File: src/rtl/uart_rx_fifo.sv
// UART receiver with 3-sample majority voting, selectable parity / one or two stop bits,
// break detection and a first-word-fall-through receive FIFO with a valid/ready handshake.
module uart_rx_fifo #(
  parameter int DATA_WIDTH  = 8,
  parameter int scale_WIDTH = 6,
  parameter int FIFO_DEPTH  = 4
) (
  input  logic                          clk,
  input  logic                          reset,
  input  logic                          RX_IN,
  input  logic [scale_WIDTH-1:0]        prescaler,
  input  logic                          PAR_EN,
  input  logic                          PAR_TYP,
  input  logic                          STOP2,
  output logic [DATA_WIDTH-1:0]         P_DATA,
  output logic                          data_valid,
  input  logic                          data_ready,
  output logic                          Parity_Error,
  output logic                          Stop_Error,
  output logic                          Overrun_Error,
  output logic                          Break_Detect,
  output logic [$clog2(FIFO_DEPTH):0]   fifo_count
);

  localparam int AW = $clog2(FIFO_DEPTH);
  localparam int CW = AW + 1;
  localparam int BW = $clog2(DATA_WIDTH);
  localparam int EW = DATA_WIDTH + 2;
  localparam logic [scale_WIDTH-1:0] ONE = scale_WIDTH'(1);

  typedef enum logic [2:0] {
    S_IDLE, S_START, S_DATA, S_PARITY, S_STOP1, S_STOP2, S_COMMIT
  } state_t;

  state_t state, state_next;

  logic rx_meta, rx_s, rx_q;
  logic [scale_WIDTH-1:0] presc_l, edge_cnt, half;
  logic par_en_l, par_typ_l, stop2_l;
  logic [BW-1:0] bit_cnt;
  logic samp0, samp1, bit_q;
  logic [DATA_WIDTH-1:0] shift_reg;
  logic par_bit, par_err, stop_err, stop_one;
  logic at_wrap, at_vote, voted, bit_val, start_det, in_frame, is_break;
  logic commit_push, overrun_set, break_set;
  logic full, pop;
  logic [EW-1:0] mem [FIFO_DEPTH];
  logic [EW-1:0] head;
  logic [AW-1:0] wr_ptr, rd_ptr;

  always_ff @(posedge clk or posedge reset) begin
    if (reset) begin
      rx_meta <= 1'b1;
      rx_s    <= 1'b1;
      rx_q    <= 1'b1;
    end else begin
      rx_meta <= RX_IN;
      rx_s    <= rx_meta;
      rx_q    <= rx_s;
    end
  end

  // The third sample is taken live so the vote is usable in the same cycle even at prescaler 4.
  assign half      = presc_l >> 1;
  assign at_wrap   = (edge_cnt == presc_l - ONE);
  assign at_vote   = (edge_cnt == half + ONE);
  assign voted     = (samp0 & samp1) | (samp0 & rx_s) | (samp1 & rx_s);
  assign bit_val   = at_vote ? voted : bit_q;
  assign start_det = rx_q & ~rx_s;
  assign in_frame  = (state != S_IDLE) && (state != S_COMMIT);
  assign is_break  = (shift_reg == '0) && !(par_en_l && par_bit) && !stop_one;
  assign full      = (fifo_count == CW'(FIFO_DEPTH));
  assign pop       = data_valid & data_ready;

  always_ff @(posedge clk or posedge reset) begin
    if (reset) state <= S_IDLE;
    else       state <= state_next;
  end

  always_comb begin
    state_next = state;
    case (state)
      S_IDLE:   if (start_det) state_next = S_START;
      S_START:  if (at_wrap) state_next = bit_val ? S_IDLE : S_DATA;
      S_DATA:   if (at_wrap && bit_cnt == BW'(DATA_WIDTH - 1))
                  state_next = par_en_l ? S_PARITY : S_STOP1;
      S_PARITY: if (at_wrap) state_next = S_STOP1;
      S_STOP1: begin
        if (at_vote && !stop2_l)      state_next = S_COMMIT;
        else if (at_wrap && stop2_l)  state_next = S_STOP2;
      end
      S_STOP2:  if (at_vote) state_next = S_COMMIT;
      S_COMMIT: state_next = S_IDLE;
      default:  state_next = S_IDLE;
    endcase
  end

  // A pop in the commit cycle frees a slot, so a full FIFO still accepts the frame.
  always_comb begin
    commit_push = 1'b0;
    overrun_set = 1'b0;
    break_set   = 1'b0;
    if (state == S_COMMIT) begin
      if (is_break)            break_set   = 1'b1;
      else if (!full || pop)   commit_push = 1'b1;
      else                     overrun_set = 1'b1;
    end
  end

  always_ff @(posedge clk or posedge reset) begin
    if (reset) begin
      presc_l   <= '0;
      par_en_l  <= 1'b0;
      par_typ_l <= 1'b0;
      stop2_l   <= 1'b0;
      edge_cnt  <= '0;
      bit_cnt   <= '0;
      samp0     <= 1'b1;
      samp1     <= 1'b1;
      bit_q     <= 1'b1;
      shift_reg <= '0;
      par_bit   <= 1'b0;
      par_err   <= 1'b0;
      stop_err  <= 1'b0;
      stop_one  <= 1'b0;
    end else if (state == S_IDLE) begin
      if (start_det) begin
        presc_l   <= prescaler;
        par_en_l  <= PAR_EN;
        par_typ_l <= PAR_TYP;
        stop2_l   <= STOP2;
        edge_cnt  <= '0;
        bit_cnt   <= '0;
        par_bit   <= 1'b0;
        par_err   <= 1'b0;
        stop_err  <= 1'b0;
        stop_one  <= 1'b0;
      end
    end else if (in_frame) begin
      edge_cnt <= at_wrap ? '0 : edge_cnt + ONE;
      if (edge_cnt == half - ONE) samp0 <= rx_s;
      if (edge_cnt == half)       samp1 <= rx_s;
      if (at_vote)                bit_q <= voted;
      case (state)
        S_DATA: begin
          if (at_vote) shift_reg <= {voted, shift_reg[DATA_WIDTH-1:1]};
          if (at_wrap) bit_cnt <= bit_cnt + BW'(1);
        end
        S_PARITY: if (at_vote) begin
          par_bit <= voted;
          par_err <= voted != (^shift_reg ^ par_typ_l);
        end
        S_STOP1, S_STOP2: if (at_vote) begin
          if (!voted) stop_err <= 1'b1;
          stop_one <= stop_one | voted;
        end
        default: ;
      endcase
    end
  end

  always_ff @(posedge clk or posedge reset) begin
    if (reset) begin
      for (int i = 0; i < FIFO_DEPTH; i++) mem[i] <= '0;
      wr_ptr        <= '0;
      rd_ptr        <= '0;
      fifo_count    <= '0;
      Overrun_Error <= 1'b0;
      Break_Detect  <= 1'b0;
    end else begin
      Overrun_Error <= overrun_set;
      Break_Detect  <= break_set;
      if (commit_push) begin
        mem[wr_ptr] <= {shift_reg, par_err, stop_err};
        wr_ptr      <= wr_ptr + AW'(1);
      end
      if (pop) rd_ptr <= rd_ptr + AW'(1);
      if (commit_push && !pop)      fifo_count <= fifo_count + CW'(1);
      else if (!commit_push && pop) fifo_count <= fifo_count - CW'(1);
    end
  end

  assign head         = mem[rd_ptr];
  assign data_valid   = (fifo_count != '0);
  assign P_DATA       = data_valid ? head[EW-1:2] : '0;
  assign Parity_Error = data_valid & head[1];
  assign Stop_Error   = data_valid & head[0];

endmodule

File: config.mk
export PLATFORM = sky130hd
export DESIGN_NAME = uart_rx_fifo
export DESIGN_NICKNAME = d
export VERILOG_FILES = /design/src/rtl/uart_rx_fifo.sv
export SDC_FILE = /design/constraint.sdc
export NUM_CORES = 1
export LEC_CHECK = 0
export ABC_AREA = 1
export ABC_CLOCK_PERIOD_IN_PS = 4630
export BUFFER_PORTS_ARGS = -buffer_cell sky130_fd_sc_hd__buf_2
export CAP_MARGIN = 20
export CELL_PAD_IN_SITES_DETAIL_PLACEMENT = 0
export CELL_PAD_IN_SITES_GLOBAL_PLACEMENT = 2
export CORE_MARGIN = 2
export CORE_UTILIZATION = 40
export DETAILED_ROUTE_END_ITERATION = 8
export MAX_ROUTING_LAYER = met4
export PLACE_DENSITY_LB_ADDON = 0.1
export SKIP_LAST_GASP = 1
export SYNTH_ARGS = -nofsm -noshare
export SYNTH_HDL_FRONTEND = slang
export SYNTH_SLANG_ARGS = --single-unit
File: constraint.sdc
create_clock -name clk -period 4.63 [get_ports clk]
set_input_delay 0.6945 -clock clk [delete_from_list [all_inputs] [get_ports clk]]
set_output_delay 0.6945 -clock clk [all_outputs]
set_load 0.05 [all_outputs]
### Word-level counts from Yosys, hierarchy flattened

Index checks and enable logic that the tools add are counted.

| storage, ports and cells | value |
|---|---|
| bits of input ports | 13 |
| output and inout port bits | 16 |
| bits in registers | 88 |
| word-level logic and storage cells | 171 |

| operators by class | value |
|---|---|
| equal/unequal tests | 21 |
| $add $sub $neg | 9 |
| bitwise logic cells | 15 |
| multiplexer cells | 55 |
| reduce and logical (&&, ||, !) cells | 41 |
| $lt $le $gt $ge | 3 |

Operators by type and width:

| operator | number |
|---|---|
| $mux 3 | 15 |
| $bwmux 40 | 1 |
| $mux 10 | 3 |
| $mux 1 | 27 |
| $mux 6 | 4 |
| $bmux 10 s2 | 1 |
| $demux 10 s2 | 1 |
| $eq 6x6->1 | 3 |
| $pmux 3 s6 | 1 |
| $reduce_and 4->1 | 4 |
| $eq 3x3->1 const B | 5 |
| $reduce_bool 2->1 | 7 |
| $logic_and 1x1->1 | 10 |
| $ne 2x2->1 const B | 5 |
| $logic_not 8->1 | 1 |
| $mux 8 | 1 |
| $reduce_xor 8->1 | 1 |
| $and 1x1->1 | 7 |
| $add 3x1->3 const B | 2 |
| $add 5x1->6 const B | 1 |
| $add 6x1->6 const B | 1 |
| $eq 3x2->1 const B | 2 |
| $eq 6x5->1 | 1 |
| $ge 3x3->1 const B | 2 |
| other kinds (23) | 38 |

### Depth between registers and ports, before layout

| depth | value |
|---|---|
| depth in word-level cells | 10 |
| depth in mapped cells | 16 |
| mapped depth without buffers | 16 |

### Worst setup path before layout

Ideal clock, no wire load.

| path | value |
|---|---|
| path kind | register to output |
| from | register fifo_count[0] |
| to | output port P_DATA[0] |
| data required time | 3936 ps |
| buffers on the path | 1 |
| stages on the path, launching flop included | 6 |
| data arrival time | 2278 ps |
| path slack | 1658 ps |
| cell sequence | dfrtp_1 > nor2_1 > nand2_1 > inv_1 > clkbuf_1 > a21oi_1 |

| between the ends | value |
|---|---|
| cells in the longest elaborated chain, start to end | 2 |

Ends and longest elaborated chain:

| item | line | RTL |
|---|---|---|
| from (decl) | 22 | `output logic [$clog2(FIFO_DEPTH):0] fifo_count` |
| from (signal assigned) | 178 | `if (commit_push && !pop) fifo_count <= fifo_count + CW'(1);` |
| from (signal assigned) | 179 | `else if (!commit_push && pop) fifo_count <= fifo_count - CW'(1);` |
| $reduce_bool 3->1 | 184 | `assign data_valid = (fifo_count != '0);` |
| named net data_valid | 16 | `output logic data_valid,` |
| $mux 8 | 185 | `assign P_DATA = data_valid ? head[EW-1:2] : '0;` |
| to (decl) | 15 | `output logic [DATA_WIDTH-1:0] P_DATA,` |

The timed path passes the listed nets, and every way through them passes these cells.

### Worst setup path after layout

| path | value |
|---|---|
| from | register shift_reg[4] |
| to | register fifo_count[1] |

| between the ends | value |
|---|---|
| cells in the longest elaborated chain, start to end | 8 |
| elaborated cells between the ends (all ways) | 10 |
| classes of those cells | 3 x mux; 7 x reduce/logical |

Ends and longest elaborated chain:

| item | line | RTL |
|---|---|---|
| from (decl) | 42 | `logic [DATA_WIDTH-1:0] shift_reg;` |
| from (signal assigned) | 146 | `if (at_vote) shift_reg <= {voted, shift_reg[DATA_WIDTH-1:1]};` |
| $logic_not 8->1 (*) | 71 | `assign is_break = (shift_reg == '0) && !(par_en_l && par_bit) && !stop_one;` |
| $logic_and 1x1->1 (*) (2 in series) | 71 |  |
| $mux 1 (*) | 104 | `if (is_break) break_set = 1'b1;` |
| $mux 1 (*) | 103 | `if (state == S_COMMIT) begin` |
| named net commit_push | 45 | `logic commit_push, overrun_set, break_set;` |
| $logic_not 1->1 | 179 |  |
| $logic_and 1x1->1 | 179 |  |
| $reduce_bool 2->1 (no line) | n/a |  |

The timed path passes the listed nets; every way through them passes the cells marked *.
A chain may end at the register's enable or synchronous reset.

==> results.py <==
metrics = {
    "synthesis": {
        "synth_seq_cells": 88,
        "synth_cells": 605,
        "yosysTopAreaCell": "dfrtp_1",
        "synth_edf_count": 0,
        "syn-cell-area_um2": 4880,
        "syn-num-nets": 635,
        "synthTopCellsByCount": "nand2_1, dfrtp_1, inv_1, o21ai_0, nor2_1",
        "netlist-cell-type-count": 38,
        "yosys.cell_count.top_type": "nand2_1",
        "synth_ff_type": "dfrtp_1",
        "synth_simple_gate_area_frac": 0.241,
        "muxShareOfSynthArea": 0.00231,
        "synth_top_area_share": 0.421,
        "ys_seq_area_frac": 0.453,
        "avgSynthCellArea_um2": 8.06,
        "synth_top_family_by_area": "simple AND/OR/NAND/NOR gates",
        "synth_compound_area_frac": 0.137,
        "yosysWarnings": 0,
        "synth_area_leaders": "dfrtp_1, nand2_1, inv_1",
        "synth-adder-area-share": 0.0452,
        "synth-xor-area-share": 0.0323,
        "async_flop_share": 1.00,
    },
    "sta": {
        "hold_viol": 0,
        "setup_viol": 0,
        "finalSetupTns_ns": 0,
        "rsz0062_at_grt": "no",
        "maxSlewHeadroom": 0.387,
        "fin_ws_ns": 1.97,
        "fmaxAchievable_mhz": 375,
        "maxSlewViolCount": 0,
        "clock-skew-final_ns": 0.00727,
        "fin_crit_sh": 0.575,
        "fin_crit_ns": 2.66,
        "worstMarginPinSlew_ns": 0.918,
    },
    "power_and_ir_drop": {
        "p_sw_mw": 1.75,
        "power_frac_comb": 0.470,
        "powerDensity_nw_per_um2": 694,
        "p_int_mw": 2.06,
        "switching_share": 0.460,
        "p_leak_nw": 2.72,
        "clkPwrFrac": 0.215,
        "pwr-share-seq": 0.315,
        "ir_worst_vdd_uv": 288,
    },
    "floorplanning": {
        "die-area_um2": 13100,
        "start_util": 0.408,
        "die_w_um": 114,
        "pin_count": 29,
        "rows": 40,
        "coreArea_um2": 12000,
        "die_h_um": 114,
    },
    "global_routing": {
        "grt_pass1_wl_mm": 19.0,
        "track_usage": 0.191,
        "grt_max_degree": 51,
        "grt_pass1_vias": 3809,
        "grt_overflow_total": 0,
        "antenna_found_initial": 0,
    },
    "drt": {
        "wl_mm": 10.9,
        "detailedRoute.firstPassIterationCount": 4,
        "first_iter_violations": 171,
        "post-route-drc-count": 0,
        "routedWlPerCell_um": 14.0,
        "vias_per_cell": 4.94,
        "vias": 3857,
        "drtAntennaViolNets": 0,
    },
    "place": {
        "portBuffers": 28,
        "dpl.hpwl_mm": 7.95,
        "place.gp.congestion": 0.793,
        "pre_cts_ws_ns": 1.95,
    },
    "critical_path": {
        "critPathRequiredTime_ns": 4.86,
        "r2r_end": "fifo_count[1]",
        "critPathMaxFanout": 8,
        "reg2reg_depth": 11,
        "worstSetupPathType": "reg -> reg",
        "reg2reg_from": "shift_reg[4]",
        "r2r_slack_ns": 1.97,
        "end_kind": "flop",
        "cp-endpoint": "fifo_count[1]",
        "cp-startpoint": "shift_reg[4]",
        "arrival_ns": 2.89,
        "cp-start-kind": "flop",
    },
    "layout": {
        "area_delta_synth_final_pct": 12.5,
        "fin_nets": 658,
        "diodes": 0,
        "post-route-util": 0.459,
        "drive_gt1_frac": 0.150,
        "largest_reg_flops": 40,
        "fillers": 1220,
    },
    "clock_tree": {
        "clkSlewWorstSetupHoldPaths_ns": 0.06,
        "cts_resized": 0,
        "cts_tree": "built",
        "numCtsBuffers": 9,
        "postCtsSetupBuffers": 0,
        "clock_path_buffers": 2,
        "cts_hold_buf": 0,
        "clkLatencyLatePin_ns": 0.35,
        "htree_num_levels": 3,
        "cts.sinks": 88,
        "clockRootBuffer": "clkbuf_16",
    },
    "run_status": {
        "status": "finished clean",
    },
    "job": {
        "drv_cap": 0,
    },
    "worst_hold_path": {
        "worstHoldPathType": "reg -> reg",
    },
}
-- worst min path at each step --
stage / start / end / slack, ns / cells after the start
6_report: rx_meta / rx_s / 0.36 / 0
5_1_grt: rx_meta / rx_s / 0.36 / 0
4_1_cts: rx_meta / rx_s / 0.36 / 0
3_5_place_dp: rx_meta / rx_s / 0.35 / 0
3_3_place_gp: rx_meta / rx_s / 0.35 / 0
2_1_floorplan: rx_meta / rx_s / 0.35 / 0
-- worst max-delay path, cell delays in order, from the launching register on --
cell and delay (ns):
dfrtp_1 0.41, inv_1 0.13, ha_1 0.16, inv_1 0.04
nor4_2 0.41, nor2_1 0.10, nand2_2 0.21, inv_1 0.11
ha_1 0.21, inv_1 0.10, fa_1 0.42, mux2_2 0.27
-- layout by cell type (no fill, tap or decap), types with 2 or more instances in the layout --
cell type    n
o21ai_0     48
o21a_1      18
bufinv_16    2
buf_4        2
inv_6        2
nor2_1      29
nand3_1     28
clkbuf_8     2
nor2_2       7
o21ai_1     12
nand2_1    160
nor3_1       7
inv_1       76
buf_2       28
inv_2       10
dfstp_2      6
nor2_4       7
dfrtp_1     82
nand4_1      4
a31oi_1      2
o211ai_1    12
clkbuf_16    9
xor2_1      13
a21oi_1     23
nand2_2      7
ha_1        16
xnor2_1      5
-- metal layers --
metal	GRT usage	vias to the layer above	share of wire
li1	-	1986	-
met1	0.234	1812	0.46
met3	0.0471	13	0.028
met2	0.319	46	0.50
met5	-	-	0
met4	0.0480	0	0.013
-- logic make-up after synthesis --
logic type	Yosys count
AO/OA/AOI/OAI	117
buffers and inverters	107
AND/OR/NAND/NOR	257
flip-flops	88
multiplexers	1
adder cells (fa/ha/maj)	17
XOR/XNOR	18
-- metrics by stage --
step / std cells / instance area (um^2) / hold WS (ns) / power, mW
2_1_floorplan: 605 / 4880 / 0.345 / 2.62
3_5_place_dp: 763 / 5120 / 0.347 / 3.00
4_1_cts: 779 / 5460 / 0.356 / 3.84
5_1_grt: 780 / 5490 / 0.365 / 4.13
3_3_place_gp: 763 / 5120 / 0.347 / 2.98
6_report: 780 / 5490 / 0.355 / 3.81
-- power groups by stage --
stage                     clock network [mW]  registers [mW]  logic [mW]
after floorplan                            0            1.16        1.46
after global placement                     0            1.25        1.73
after detailed placement                   0            1.25        1.74
after CTS                              0.847            1.24        1.75
after global routing                   0.875            1.24        2.02
final                                  0.819            1.20        1.79
-- area by class of cell --
class                   instances  area, um^2  share of cell area
flip-flops and latches         88        2210               0.403
repair buffers                 31         183              0.0333
well taps                     147         184              0.0335
multi-input cells             410        2240               0.408
clock buffers                  11         253              0.0461
clock inverters                 5        86.3              0.0157
inverters                      88         334              0.0609
Note: power is estimated with default switching activity, not from simulation.
